<file path="src/rtl/uart_arb_pkg.sv">
// Shared types and the round-robin search used by the UART TX arbiter
// and its picker sub-module.
package uart_arb_pkg;

  typedef enum logic [1:0] {IDLE, LAUNCH, WAIT} arb_state_e;

  localparam int MAX_REQ = 8;

  // First set bit of valid strictly after last (mod n), wrapping around.
  // Returns 0 when nothing is valid; callers qualify with |valid.
  function automatic logic [2:0] rr_next(input logic [2:0] last,
                                         input logic [MAX_REQ-1:0] valid,
                                         input int n);
    logic [2:0] hi, lo;
    logic       hi_found, lo_found;
    hi = '0; lo = '0; hi_found = 1'b0; lo_found = 1'b0;
    for (int i = MAX_REQ - 1; i >= 0; i--) begin
      if (i < n && valid[i]) begin
        if (i > int'(last)) begin
          hi = 3'(i); hi_found = 1'b1;
        end else begin
          lo = 3'(i); lo_found = 1'b1;
        end
      end
    end
    return hi_found ? hi : (lo_found ? lo : 3'd0);
  endfunction

endpackage

</file>
<file path="src/rtl/uart_rr_pick.sv">
// Combinational rotate-priority picker: first valid requester after
// last_grant, as both a one-hot vector and an index.
module uart_rr_pick
  import uart_arb_pkg::*;
#(
  parameter int N  = 4,
  parameter int IW = $clog2(N)
) (
  input  logic [N-1:0]  valid,
  input  logic [IW-1:0] last_grant,
  output logic [N-1:0]  onehot,
  output logic [IW-1:0] index
);

  logic [2:0] idx3;

  always_comb begin
    idx3  = rr_next(3'(last_grant), 8'(valid), N);
    index = IW'(idx3);
    for (int i = 0; i < N; i++) onehot[i] = (|valid) && (idx3 == 3'(i));
  end

endmodule

</file>
<file path="src/rtl/uart_tx_arbiter.sv">
// Round-robin arbiter sharing one UART transmitter among NUM_REQ byte
// producers. Define UART_ARB_LOCK_EN to add req_last multi-byte locking.
module uart_tx_arbiter
  import uart_arb_pkg::*;
#(
  parameter int NUM_REQ     = 4,
  parameter int TIMEOUT_CYC = 1048576
) (
  input  logic                       clk,
  input  logic                       reset_n,
  input  logic [NUM_REQ-1:0]         req_valid,
  input  logic [NUM_REQ*8-1:0]       req_data,
`ifdef UART_ARB_LOCK_EN
  input  logic [NUM_REQ-1:0]         req_last,
`endif
  output logic [NUM_REQ-1:0]         req_ready,
  output logic [7:0]                 tx_data,
  output logic                       start_tx,
  input  logic                       tx_done,
  input  logic                       cts_n,
  output logic [$clog2(NUM_REQ)-1:0] grant_id,
  output logic                       busy,
  output logic                       timeout_err
);

  localparam int IW      = $clog2(NUM_REQ);
  localparam int TIMER_W = (TIMEOUT_CYC > 0) ? $clog2(TIMEOUT_CYC + 1) : 1;
  localparam logic [TIMER_W-1:0] TMO_LAST =
    TIMER_W'((TIMEOUT_CYC > 0) ? TIMEOUT_CYC - 1 : 0);

  arb_state_e         state_q, state_d;
  logic [7:0]         tx_data_q, tx_data_d;
  logic [IW-1:0]      grant_id_q, grant_id_d;
  logic [IW-1:0]      last_grant_q, last_grant_d;
  logic [TIMER_W-1:0] timer_q, timer_d;
  logic               start_tx_q, start_tx_d;
  logic               busy_q, busy_d;
  logic               timeout_err_q, timeout_err_d;
  logic               tx_done_q, tx_done_d;

  logic [NUM_REQ-1:0] valid_eff, pick_oh;
  logic [IW-1:0]      pick_idx;
  logic [7:0]         pick_byte;
  logic               xfer, done_edge;

`ifdef UART_ARB_LOCK_EN
  logic lock_q, lock_d, lastb_q, lastb_d;

  // While locked only the owner of the last frame may be picked.
  always_comb begin
    for (int i = 0; i < NUM_REQ; i++)
      valid_eff[i] = req_valid[i] && (!lock_q || grant_id_q == IW'(i));
  end
`else
  assign valid_eff = req_valid;
`endif

  uart_rr_pick #(.N(NUM_REQ), .IW(IW)) u_pick (
    .valid      (valid_eff),
    .last_grant (last_grant_q),
    .onehot     (pick_oh),
    .index      (pick_idx)
  );

  assign req_ready = (reset_n && state_q == IDLE && !cts_n) ? pick_oh : '0;
  assign xfer      = |(req_valid & req_ready);
  // Only a fresh rising edge ends a frame; a level left high is ignored.
  assign done_edge = tx_done && !tx_done_q;
  assign tx_done_d = tx_done;

  always_comb begin
    pick_byte = '0;
    for (int i = 0; i < NUM_REQ; i++)
      if (pick_oh[i]) pick_byte = req_data[i*8 +: 8];
  end

  always_comb begin
    state_d       = state_q;
    tx_data_d     = tx_data_q;
    grant_id_d    = grant_id_q;
    last_grant_d  = last_grant_q;
    timer_d       = timer_q;
    start_tx_d    = 1'b0;
    timeout_err_d = 1'b0;
`ifdef UART_ARB_LOCK_EN
    lock_d        = lock_q;
    lastb_d       = lastb_q;
`endif
    case (state_q)
      IDLE: if (xfer) begin
        tx_data_d  = pick_byte;
        grant_id_d = pick_idx;
        start_tx_d = 1'b1;
        state_d    = LAUNCH;
`ifdef UART_ARB_LOCK_EN
        lastb_d    = |(req_last & pick_oh);
`endif
      end
      LAUNCH: begin
        timer_d = '0;
        state_d = WAIT;
      end
      WAIT: begin
        timer_d = timer_q + TIMER_W'(1);
        if (done_edge) begin
          last_grant_d = grant_id_q;
          state_d      = IDLE;
`ifdef UART_ARB_LOCK_EN
          lock_d       = !lastb_q;
`endif
        end else if (TIMEOUT_CYC != 0 && timer_q == TMO_LAST) begin
          timeout_err_d = 1'b1;
          last_grant_d  = grant_id_q;
          state_d       = IDLE;
`ifdef UART_ARB_LOCK_EN
          lock_d        = 1'b0;
`endif
        end
      end
      default: state_d = IDLE;
    endcase
    busy_d = (state_d != IDLE);
  end

  always_ff @(posedge clk or negedge reset_n) begin
    if (!reset_n) begin
      state_q       <= IDLE;
      tx_data_q     <= '0;
      grant_id_q    <= '0;
      last_grant_q  <= IW'(NUM_REQ - 1);
      timer_q       <= '0;
      start_tx_q    <= 1'b0;
      busy_q        <= 1'b0;
      timeout_err_q <= 1'b0;
      tx_done_q     <= 1'b0;
`ifdef UART_ARB_LOCK_EN
      lock_q        <= 1'b0;
      lastb_q       <= 1'b0;
`endif
    end else begin
      state_q       <= state_d;
      tx_data_q     <= tx_data_d;
      grant_id_q    <= grant_id_d;
      last_grant_q  <= last_grant_d;
      timer_q       <= timer_d;
      start_tx_q    <= start_tx_d;
      busy_q        <= busy_d;
      timeout_err_q <= timeout_err_d;
      tx_done_q     <= tx_done_d;
`ifdef UART_ARB_LOCK_EN
      lock_q        <= lock_d;
      lastb_q       <= lastb_d;
`endif
    end
  end

  assign tx_data     = tx_data_q;
  assign grant_id    = grant_id_q;
  assign start_tx    = start_tx_q;
  assign busy        = busy_q;
  assign timeout_err = timeout_err_q;

endmodule

</file>
<file path="config.mk">
export PLATFORM = sky130hd
export DESIGN_NAME = uart_tx_arbiter
export DESIGN_NICKNAME = d
export VERILOG_FILES = /design/src/rtl/uart_arb_pkg.sv /design/src/rtl/uart_rr_pick.sv /design/src/rtl/uart_tx_arbiter.sv
export SDC_FILE = /design/constraint.sdc
export NUM_CORES = 1
export LEC_CHECK = 0
export CAP_MARGIN = 20
export CORE_AREA = 2 2 85 87
export CTS_BUF_LIST = sky130_fd_sc_hd__clkbuf_4 sky130_fd_sc_hd__clkbuf_8
export CTS_CLUSTER_DIAMETER = 150
export DETAILED_ROUTE_END_ITERATION = 10
export DIE_AREA = 0 0 87 89
export SLEW_MARGIN = 30
export SYNTH_ARGS = -nofsm -noshare
export SYNTH_HDL_FRONTEND = slang
export SYNTH_SLANG_ARGS = --single-unit
</file>
<file path="constraint.sdc">
create_clock -name clk -period 2.1 [get_ports clk]
set_clock_uncertainty 0.1 [all_clocks]
set_input_delay 0.63 -clock clk [delete_from_list [all_inputs] [get_ports clk]]
set_output_delay 0.63 -clock clk [all_outputs]
set_load 0.02 [all_outputs]
</file>
==> summary by stage, run 1 <==
Run status
The flow ran to the end, but the final reports show violations. The final reports fail on negative setup slack.

STA
The worst hold-check slack is 343 ps. Dividing the final minimum period by the clock period gives 1.12. For the pin with the worst max-slew slack, the measured transition is 517 ps. The final hold violation count was 0. Across all setup checks in the final design, the least slack found is -251 ps.

The final count of pins violating max slew is 0. Setup repair after global routing could not meet its margin everywhere. The shortest clock period the worst path allows after layout is 2350 ps. The fmax is 0.425 GHz. Headroom to the max-slew limit came out at 0.655. The setup violation total in the final timing report is 4.

Setup path
Data on the critical path arrives at its endpoint at 1620 ps. Walking the worst path, the cells encountered are buf_6, buf_4, a2bb2oi_2, o22ai_2, and3_1, buf_6. The maximum fanout along the worst path is 5.

The critical path in this run is classified as flop to primary output. STA classifies the critical path startpoint as a flop. The largest stage delay on the critical path is 590 ps.

Among the stages of the critical path, the cell type that occurs most often is sky130_fd_sc_hd__buf_6. The critical path's slowest cell is sky130_fd_sc_hd__dfstp_2. Data on the critical path is required at its endpoint by 1370 ps. STA classifies the critical path endpoint as a primary output.

Power and ir drop
The power per cell area is 981 nW/um2. The part of the power in the clock network is 0.158. The leakage power is 1.52 nW. The fraction of power spent switching nets is 0.387. The maximum resistive drop on vdd is 477 uV. The internal power consumption is 0.00199 W. Of the total power, registers draw 0.313. The net switching power figure is 0.00126 W. Of the total power, combinational logic draws 0.529.

Die
The starting utilization of the core area is 0.347. For this design the top-level I/O count stands at 57. The number of rows in the core area is 30. The floorplan step defined a die boundary enclosing 7740 um2. The chip height is 89 um. The horizontal extent of the die is 87 um. The floorplan step defined a core boundary enclosing 6720 um2.

Clock tree
The total number of H-tree levels is 2. The number of clock buffers inserted by TritonCTS is 5. The tree is rooted in a sky130_fd_sc_hd__clkbuf_8. TritonCTS built the clock tree.

The longest clock path from root to sink contains 2 buffers. Buffers inserted to repair hold after CTS numbered 0. The later pin in the worst-skew pair is clocked with a latency of 300 ps. Counting every sink on the clock net gives 39. Clock-pin slew was measured on the worst setup and hold paths at 80 ps.

Logic synthesis
The cell count after synthesis came out at 240. The share of synthesized area in the top cell type comes to 0.397. The synthesized netlist contains 56 unique library cells. In the synthesized netlist the async set-or-reset flop fraction comes to 1.00.

The portion of the post-synthesis area used by sequential elements is 0.420. For this run, the number of Yosys warnings is 0. The biggest area consumer among synthesized cells is sky130_fd_sc_hd__dfrtp_1.

The synthesized area per cell is 9.71 um2. Sorting the synthesized cells by area gives the leading types as sky130_fd_sc_hd__dfrtp_1 (40%), sky130_fd_sc_hd__nor2_1 (4.4%), sky130_fd_sc_hd__xor2_1 (3.8%). The number of nets in the synthesized netlist is 284. In this run, synthesis produced a sequential element count of 39.

The area of the mapped netlist is 2330 um2. Counting flops with a built-in enable in the synthesized netlist gives 0. In the synthesized netlist the dominant register cell turns out to be sky130_fd_sc_hd__dfrtp_1.

Finish
The number of diodes is 0. The final design instance area without fill is 3310 um2. The final net count is 372. Of the cells placed in the final design, the portion with a size suffix greater than 1 is 0.271. The core utilization of the finished layout is 0.493. Compared with the post-synthesis result, the final layout area differs by 42.1%.

GRT
The initial antenna violation count was 0. The via count of the first global-routing pass is 1,981. Across every metal layer, demand over resource in global routing totals 0.153. The first global-routing pass estimated 9340 um of wire. Entering global routing, the biggest net connects 40 pins. The leftover overflow at the end of global routing is 0.

Placement
The HPWL after detailed placement is 4320 um. The placed instances occupy a cell area of 3110 um2. The congestion estimate from routability-driven global placement came to 0.764. During placement, the flow inserted port buffers numbering 56.

Routing
The via-per-instance ratio is 5.18. Dividing the detail-routed wire length by the instance count gives 14.2 um. The number of DRC markers after the initial detailed-route iteration is 140. The DRC violation count after routing is 0. The total via count in the routed design is 2,120. The first detailed-routing pass took 4 iterations. The final wirelength is 5820 um. The detail route stage leaves a number of antenna-violating nets equal to 0.

Hold path
The type of the worst min-delay path is primary input to async pin.

Flow run
Max-cap violations in this run came to 0.
-- sequential cells by signal, indices dropped and copies added, names as in the netlist --
signal	count
busy	1
timeout_err	1
last_grant_q	2
timer_q	21
tx_done_q	1
grant_id	2
start_tx	1
tx_data	8
state_q	2
-- cell usage after synthesis (3+ instances only) --
cell type and number:
sky130_fd_sc_hd__a21oi_1 16, sky130_fd_sc_hd__buf_4 3, sky130_fd_sc_hd__inv_1 11, sky130_fd_sc_hd__nand3_1 10, sky130_fd_sc_hd__a222oi_1 6, sky130_fd_sc_hd__and2_1 4, sky130_fd_sc_hd__nand2_1 23, sky130_fd_sc_hd__xor2_1 10
sky130_fd_sc_hd__nor2b_1 5, sky130_fd_sc_hd__clkbuf_1 3, sky130_fd_sc_hd__nand4_1 3, sky130_fd_sc_hd__a221oi_2 3, sky130_fd_sc_hd__dfrtp_1 37, sky130_fd_sc_hd__o21ai_0 13, sky130_fd_sc_hd__buf_2 3, sky130_fd_sc_hd__o31ai_1 3
sky130_fd_sc_hd__buf_6 4, sky130_fd_sc_hd__and3_1 4, sky130_fd_sc_hd__nor2_1 27, sky130_fd_sc_hd__ha_1 4
-- power by group through the flow --
stage	registers (W)	logic (W)	clock network (W)
6_report	0.00102	0.00172	0.000512
5_1_grt	0.00104	0.00188	0.000565
4_1_cts	0.00102	0.00167	0.000530
3_5_place_dp	0.00103	0.00161	0
3_3_place_gp	0.00103	0.00160	0
2_1_floorplan	0.00115	0.000796	0
-- through the flow --
step	setup slack (ps)	instances	TNS, ps	total power (W)
floorplan	-30.4	240	-30.4	0.00195
global placement	-1060	391	-8430	0.00264
detailed placement	-1080	391	-8770	0.00265
CTS	-255	404	-971	0.00322
global route	-329	409	-1160	0.00348
finish	-251	409	-909	0.00325
-- layout make-up --
type                    instances  area, um2
fillers                       618       3410
multi-input cells             177       1250
flip-flops and latches         39        978
repair buffers                 94        852
well taps                      80        100
clock buffers                   5       68.8
inverters                      11       41.3
clock inverters                 3       20.0
-- worst paths after layout --
path | from | end | slack (ps) | depth (start not counted)
setup / recovery | last_grant_q[1]$_DFFE_PN1P_ | req_ready[1] | -250 | 6
hold / removal | reset_n | timer_q[11]$_DFFE_PN0P_ | 340 | 2
setup reg to reg | last_grant_q[1]$_DFFE_PN1P_ | tx_data[4]$_DFFE_PN0P_ | 90 | 7
hold reg to reg | tx_data[7]$_DFFE_PN0P_ | tx_data[7]$_DFFE_PN0P_ | 390 | 2
max in group asynchronous | reset_n | last_grant_q[1]$_DFFE_PN1P_ | 1190 | 2
min in group clk | tx_data[7]$_DFFE_PN0P_ | tx_data[7]$_DFFE_PN0P_ | 390 | 2
-- critical path: cells and delay by family (launching register included) --
| kind | cells | cell delay [ps] |
|---|---|---|
| simple gates | 1 | 200 |
| flops | 1 | 590 |
| buf+inv | 3 | 350 |
| compound gates | 2 | 200 |
-- per-layer routing --
layer | GRT usage | routed length (um)
met2 | 0.257 | 2680
met4 | 0.0426 | 67
met1 | 0.196 | 2720
met5 | 0 | 0
met3 | 0.0416 | 349
-- logic make-up (layout without fill, tap and decap cells) --
family	count (synthesis)	count (layout)	synth area share
AO/OA/AOI/OAI	63	63	0.212
XOR/XNOR	12	12	0.0451
adder cells (fa/ha/maj)	4	4	0.0215
buffers and inverters	24	113	0.0580
flip-flops	39	39	0.420
multiplexers	4	4	0.0183
AND/OR/NAND/NOR	94	94	0.226
-- cell usage in the layout (no fill, tap or decap), drive strengths merged, types with 3 or more instances in the layout --
cell and instances:
ha 4, clkdlybuf4s15 3, dfrtp 37, o31ai 4
nand4 5, and2 4, nand2 23, nor2 29
clkbuf 5, a21oi 17, clkdlybuf4s50 47, inv 11
xor2 10, a222oi 6, nor2b 5, nand3 12
a221oi 5, o21ai 14, and3 4, buf 44
-- what timing repair did --
action	4_1_cts	5_1_grt
buffers inserted	5	5
pin swaps	4	6
endpoints found under the setup margin	12	7
gates resized for setup	38	7
(Power assumes the default switching activity.)
==> inputs of run 2 (changes only) <==
TNS_END_PERCENT = 5   (was default)
==> run 2 against run 1 <==
The flow still finishes with violations (negative setup slack). Sequential power about the same. Wire length is 0.24% higher. Power is 0.35% higher. Critical endpoint unchanged.
==> summary by stage, run 2 (synthesized netlist as in run 1, its figures left out) <==
STA
The shortest clock period the worst path allows after layout is 2350 ps (+0.126 ps). The final period utilization is 1.12 (about the same). The slew at the pin with the worst max-slew slack is 515 ps (-2.77 ps). The worst setup slack after layout came to -251 ps (-0.126 ps). The worst hold-check slack was 340 ps (-2.65 ps).

The setup TNS is -868 ps (+40.5 ps). The final count of pins violating max slew is 0 (unchanged). Setup repair after global routing could not meet its margin everywhere.

The worst-case headroom to the max-slew limit is 0.657 (+0.00185). The setup violation total in the final timing report is 4 (unchanged). The fmax is 0.425 GHz (about the same). The final hold violation count is 0 (unchanged).

Finish
Relative to the synthesized area, the layout overhead comes to 42.4%. The largest register by flop count is timer_q. In the layout the commonest cells are sky130_fd_sc_hd__clkdlybuf4s50_1 (47), sky130_fd_sc_hd__dfrtp_1 (37), sky130_fd_sc_hd__buf_4 (35).

The final net count was 371 (-0.27%). The flip-flop count of the largest register, all copies and words added is 21 (unchanged). The fraction of layout instances using a drive strength above 1 came to 0.268 (-0.00222). The number of fill cells is 617 (-0.16%). The number of diodes is 0 (unchanged). The core utilization of the finished layout is 0.494 (+0.000932). The leading cell type in the layout, fill and taps excluded is sky130_fd_sc_hd__clkdlybuf4s50_1. The multi-input gate area in the final layout came to 1260 um2 (+1.1%). The register area came to 978 um2 (unchanged).

Flow run
The total of max-cap violations is 0 (unchanged).

Placement
The final HPWL from detailed placement is 4320 um (unchanged). The weighted congestion at the end of routability-driven global placement is 0.764 (unchanged). The number of buffers added on ports is 56 (unchanged). The post-placement setup slack is -1080 ps (unchanged).

Power and ir drop
The part of the power in the clock network is 0.158 (about the same). The net switching power figure is 0.00127 W (+0.56%). The combinational share of power is 0.531 (+0.002). The maximum resistive drop on vdd is 474 uV (-0.65%). The fraction of power spent switching nets was 0.388 (+0.000814). The leakage power came to 1.52 nW (+0.48%).

The sequential share of power is 0.312 (about the same). The power per cell area is 983 nW/um2 (+0.16%). The internal power consumption is 0.00199 W (+0.22%).

Routing
The via-per-instance ratio came to 5.18 (about the same). The DRC violation count after routing is 0 (unchanged). The detailed-router iteration count before antenna repair is 4 (unchanged).

Signal routing reaches up to met4. The wire length on met1 is 2700 um (-0.63%). The final wirelength is 5830 um (+0.24%). The average routed wire per standard cell is 14.3 um (+0.49%). The total via count in the routed design is 2,115 (-0.24%). The sum of met3 wire segment lengths after detailed routing was 363 um (+4.0%). The number of DRC markers after the initial detailed-route iteration is 108 (-23%). The remaining antenna violation count is 0 (unchanged). The sum of met2 wire segment lengths after detailed routing is 2700 um (+0.67%).

Setup path
The slowest stage of the critical path is the sky130_fd_sc_hd__dfstp_2 cell. Among the stages of the critical path, the cell type that occurs most often is sky130_fd_sc_hd__buf_6. The data arrival at the endpoint of the critical path is 1620 ps (about the same).

STA classifies the critical path startpoint as a flop. The required time of the worst setup path is 1370 ps (about the same). The kind of end point of the critical path is a primary output. Traced cell by cell, the critical path runs through buf_6, buf_4, a2bb2oi_2, o22ai_2, and3_1, buf_6. The buffering stage count on the worst path with inverters included came to 3 (unchanged). By startpoint and endpoint, the worst setup path is classified as flop to primary output. The cell family contributing the most delay on the critical path is flip-flops. The largest stage delay on the critical path is 580 ps (about the same). The maximum fanout along the worst path is 5 (unchanged).

Clock tree
The total number of H-tree levels is 2 (unchanged). The number of buffers between clock root and the deepest sink is 2 (unchanged). The number of sinks handled by clock tree synthesis was 39 (unchanged). CTS placed an instance of sky130_fd_sc_hd__clkbuf_8 at the clock tree root. TritonCTS built the clock tree. The clock-pin slew on the worst setup and hold paths is 80 ps (about the same). The number of clock buffers inserted by TritonCTS came to 5 (unchanged).

The latest clock arrival within the worst-skew pair is 300 ps (about the same).

Die
The starting utilization of the core area is 0.347 (unchanged). The area inside the core boundary is 6720 um2 (unchanged). The horizontal extent of the die is 87 um (unchanged). The number of rows in the core area is 30 (unchanged). The I/O pin count was 57 (unchanged). The chip height was 89 um (unchanged). The area of the die was 7740 um2 (unchanged).

GRT
The via count of the first global-routing pass is 1,981 (unchanged). The maximum number of pins on one net before global-route repair is 40 (unchanged). The leftover overflow at the end of global routing is 0 (unchanged). The initial antenna violation count is 0 (unchanged). The combined global-route utilization of all metal layers is 0.153 (unchanged).

The global-route wire length before repair is 9340 um (unchanged).

Run status
The run finished, with violations left. The checks that failed: negative setup slack.

Hold path
The type of the worst min-delay path is primary input to async pin.
run 2: path summary, 6_finish.rpt:
check	from	to	slack, ps	depth (start not counted)
setup / recovery	last_grant_q[1]$_DFFE_PN1P_	req_ready[1]	-250	6
hold / removal	reset_n	timer_q[11]$_DFFE_PN0P_	340	2
setup reg to reg	last_grant_q[1]$_DFFE_PN1P_	tx_data[4]$_DFFE_PN0P_	100	7
hold reg to reg	tx_data[7]$_DFFE_PN0P_	tx_data[7]$_DFFE_PN0P_	400	2
max in group asynchronous	reset_n	last_grant_q[1]$_DFFE_PN1P_	1190	2
min in group clk	tx_data[7]$_DFFE_PN0P_	tx_data[7]$_DFFE_PN0P_	400	2
run 2: metal layers:
metal	vias up	track usage
met4	0	0.0426
met3	6	0.0416
met5	-	0
li1	1031	-
met2	58	0.257
met1	1020	0.196
run 2: through the flow:
| stage | cells | area, um2 | power (W) |
|---|---|---|---|
| floorplan | 240 | 2350 | 0.00195 |
| global placement | 391 | 3110 | 0.00264 |
| detailed placement | 391 | 3110 | 0.00265 |
| CTS | 403 | 3240 | 0.00321 |
| global route | 408 | 3320 | 0.00349 |
| finish | 408 | 3320 | 0.00326 |
run 2: area by class of cell:
cell class,instances,share of cell area
Tap cell,80,0.0302
Sequential cell,39,0.295
Multi-Input combinational cell,177,0.381
Clock inverter,3,0.00604
Inverter,11,0.0124
Timing Repair Buffer,93,0.255
Clock buffer,5,0.0207
run 2: power by group through the flow:
| stage | Combinational, W | Sequential, W | Clock [W] |
|---|---|---|---|
| 2_1_floorplan | 0.000796 | 0.00115 | 0 |
| 3_3_place_gp | 0.00160 | 0.00103 | 0 |
| 3_5_place_dp | 0.00161 | 0.00103 | 0 |
| 4_1_cts | 0.00167 | 0.00102 | 0.000530 |
| 5_1_grt | 0.00189 | 0.00104 | 0.000565 |
| 6_report | 0.00173 | 0.00102 | 0.000514 |
run 2: repair_timing:
| item | CTS | global route |
|---|---|---|
| hold buffers | 0 | 0 |
| pin swaps | 3 | 9 |
| buffers inserted | 4 | 5 |
| setup endpoints to repair | 12 | 5 |
| resized for setup | 38 | 9 |
==> inputs of run 3 (changes only) <==
--- a/constraint.sdc
+++ b/constraint.sdc
@@ -4,2 +4,2 @@
 set_output_delay 0.63 -clock clk [all_outputs]
-set_load 0.02 [all_outputs]
+set_load 0.01 [all_outputs]
==> run 3 against run 2 <==
The flow still finishes with violations (negative setup slack). Clock power increased by 23%. Cell count decreased by 0.49%. Combinational power decreased by 9%. Worst setup slack improved by 55 ps. Core utilization about the same. Sequential power about the same. Critical path type is now primary input to primary output. Critical endpoint is now req_ready[0].
==> summary by stage, run 3 (synthesized netlist as in run 1, its figures left out) <==
GRT
The global routing usage on met3 is 0.0388 (-0.00277). The via count of the first global-routing pass is 2,034 (+2.7%). The initial antenna violation count is 0 (unchanged).

The combined global-route utilization of all metal layers is 0.164 (+0.0101). The maximum number of pins on one net before global-route repair came to 40 (unchanged). The global-route wire length before repair is 9930 um (+6.4%). The leftover overflow at the end of global routing is 0 (unchanged). After global routing, the most crowded layer is met2. The met1 track demand over resource in global routing is 0.219 (+0.0234). The global routing usage on met2 is 0.270 (+0.0125).

Die
The area of the die came to 7740 um2 (unchanged). The area inside the core boundary was 6720 um2 (unchanged). The number of rows in the core area is 30 (unchanged). The starting utilization of the core area is 0.347 (unchanged). The I/O pin count is 57 (unchanged). The horizontal extent of the die came to 87 um (unchanged). The chip height came to 89 um (unchanged).

Clock tree
The number of sinks handled by clock tree synthesis is 39 (unchanged). The total number of H-tree levels is 2 (unchanged). The number of clock buffers inserted by TritonCTS is 5 (unchanged). The number of buffers between clock root and the deepest sink was 2 (unchanged).

The number of hold buffers added after CTS is 0 (unchanged). The clock-pin slew on the worst setup and hold paths came to 90 ps (about the same). The root cell of the clock tree is sky130_fd_sc_hd__clkbuf_8. The latest clock arrival within the worst-skew pair was 300 ps (about the same). The TritonCTS clock tree is done.

STA
The worst-case headroom to the max-slew limit is 0.667 (+0.00984). The slew at the pin with the worst max-slew slack is 500 ps (-14.8 ps). The final period utilization is 1.09 (-0.0261). The worst setup slack after layout was -196 ps (+54.8 ps). The fmax is 0.435 GHz (+2.4%). The setup violation total in the final timing report was 4 (unchanged).

The shortest clock period the worst path allows after layout is 2300 ps (-54.8 ps). The final hold violation count was 0 (unchanged). Setup repair after global routing could not meet its margin everywhere. The worst hold-check slack is 349 ps (+8.35 ps). The final count of pins violating max slew is 0 (unchanged).

Setup path
The maximum fanout along the worst path is 7 (+2). The origin of the worst setup path is req_valid[3]. STA classifies the critical path endpoint as a primary output. The startpoint identified for the worst register-to-register timing path is timer_q[0]$_DFFE_PN0P_. The critical path's slowest cell is sky130_fd_sc_hd__clkdlybuf4s15_2. The top cell family by delay on the critical path is buffers and inverters.

The buffering stage count on the worst path with inverters included is 2 (-1). The critical path in this run is classified as primary input to primary output. The number of cells on the worst reg-to-reg path is 6 (-1). The total stage count of the critical path is 5 (-1).

The largest stage delay on the critical path came to 310 ps (-270 ps). The required time of the worst setup path came to 1370 ps (about the same). STA classifies the critical path startpoint as a primary input. The critical path goes through clkdlybuf4s15_2, nor2_2, o221a_2, and2_1, buf_2. The data arrival at the endpoint of the critical path is 1570 ps (-50 ps).

Power and ir drop
The post-layout total power is 0.00323 W (-0.79%). The maximum resistive drop on vdd is 367 uV (-23%). The power per cell area came to 974 nW/um2 (-0.86%). The leakage power came to 1.52 nW (about the same).

Routing
The via-per-instance ratio is 5.14 (-0.79%). The total via count in the routed design was 2,088 (-1.3%). The DRC violation count after routing came to 0 (unchanged). The remaining antenna violation count is 0 (unchanged).

The detailed-router iteration count before antenna repair came to 5 (+1). The final wirelength came to 6000 um (+2.9%). The average routed wire per standard cell is 14.8 um (+3.4%).

The number of DRC markers after the initial detailed-route iteration is 76 (-30%).

Finish
The final net count is 369 (-0.54%). The number of fill cells is 636 (+3.1%). The largest register by flop count is timer_q.

The fraction of layout instances using a drive strength above 1 came to 0.267 (-0.00142). The flip-flop count of the largest register, all copies and words added came to 21 (unchanged). The number of diodes came to 0 (unchanged). The leading cell type in the layout, fill and taps excluded is sky130_fd_sc_hd__clkdlybuf4s50_1. The top cell types in the final layout, fill and taps aside, are sky130_fd_sc_hd__clkdlybuf4s50_1 (46), sky130_fd_sc_hd__dfrtp_1 (37), sky130_fd_sc_hd__buf_4 (32). The layout-stage area growth over the synthesis result is 42.5% (about the same).

Placement
The final HPWL from detailed placement was 4460 um (+3.3%). The weighted congestion at the end of routability-driven global placement came to 0.795 (+4.1%). The number of buffers added on ports is 56 (unchanged).

Hold path
The type of the worst min-delay path is primary input to async pin.

Run status
The final reports fail on negative setup slack. The flow ran to the end, but the final reports show violations.

Flow run
The total of max-cap violations is 0 (unchanged).
run 3: final cells by class:
cell class	count	area, um2	share of cell area
clock buffer	5	68.8	0.0207
inverter	11	41.3	0.0124
sequential	39	978	0.295
tap	80	100	0.0302
timing repair buffer	91	826	0.249
clock inverter	3	43.8	0.0132
multi-input combinational	177	1260	0.380
run 3: where the power goes:
group          internal [W]  total [W]  switching, W
clock network      0.000354   0.000631      0.000278
logic              0.000805    0.00158      0.000775
registers          0.000917    0.00102      0.000105
total               0.00208    0.00323       0.00116
run 3: through the flow:
stage                      util  cell area (um2)  setup TNS [ps]  setup WS (ps)  cells
after floorplan               -             2340           -26.0          -22.2    240
after global placement    0.468             3150           -7450           -903    396
after detailed placement  0.468             3150           -7700           -910    396
after CTS                 0.488             3280            -736           -199    404
after global routing      0.494             3320            -995           -263    406
final                     0.494             3320            -761           -196    406
run 3: timing repair:
item,in CTS,in global routing
gates resized for setup,39,7
setup buffers,1,2
gates cloned,0,0
pin swaps,3,1
endpoints found under the setup margin,12,4
endpoints found under the hold margin,0,0
run 3: worst paths after layout:
| path | endpoint | slack [ps] |
|---|---|---|
| setup reg to reg | last_grant_q[1]$_DFFE_PN1P_ | 200 |
| hold reg to reg | tx_data[3]$_DFFE_PN0P_ | 390 |
| setup / recovery | req_ready[0] | -200 |
| hold / removal | timer_q[9]$_DFFE_PN0P_ | 350 |
| min in group clk | tx_data[3]$_DFFE_PN0P_ | 390 |
| max in group asynchronous | last_grant_q[0]$_DFFE_PN1P_ | 1170 |
run 3: routing by layer:
metal,part of all wire,vias to the layer above
li1,-,1025
met1,0.47,1003
met2,0.47,56
met3,0.053,4
met4,0.0095,0
met5,0,-
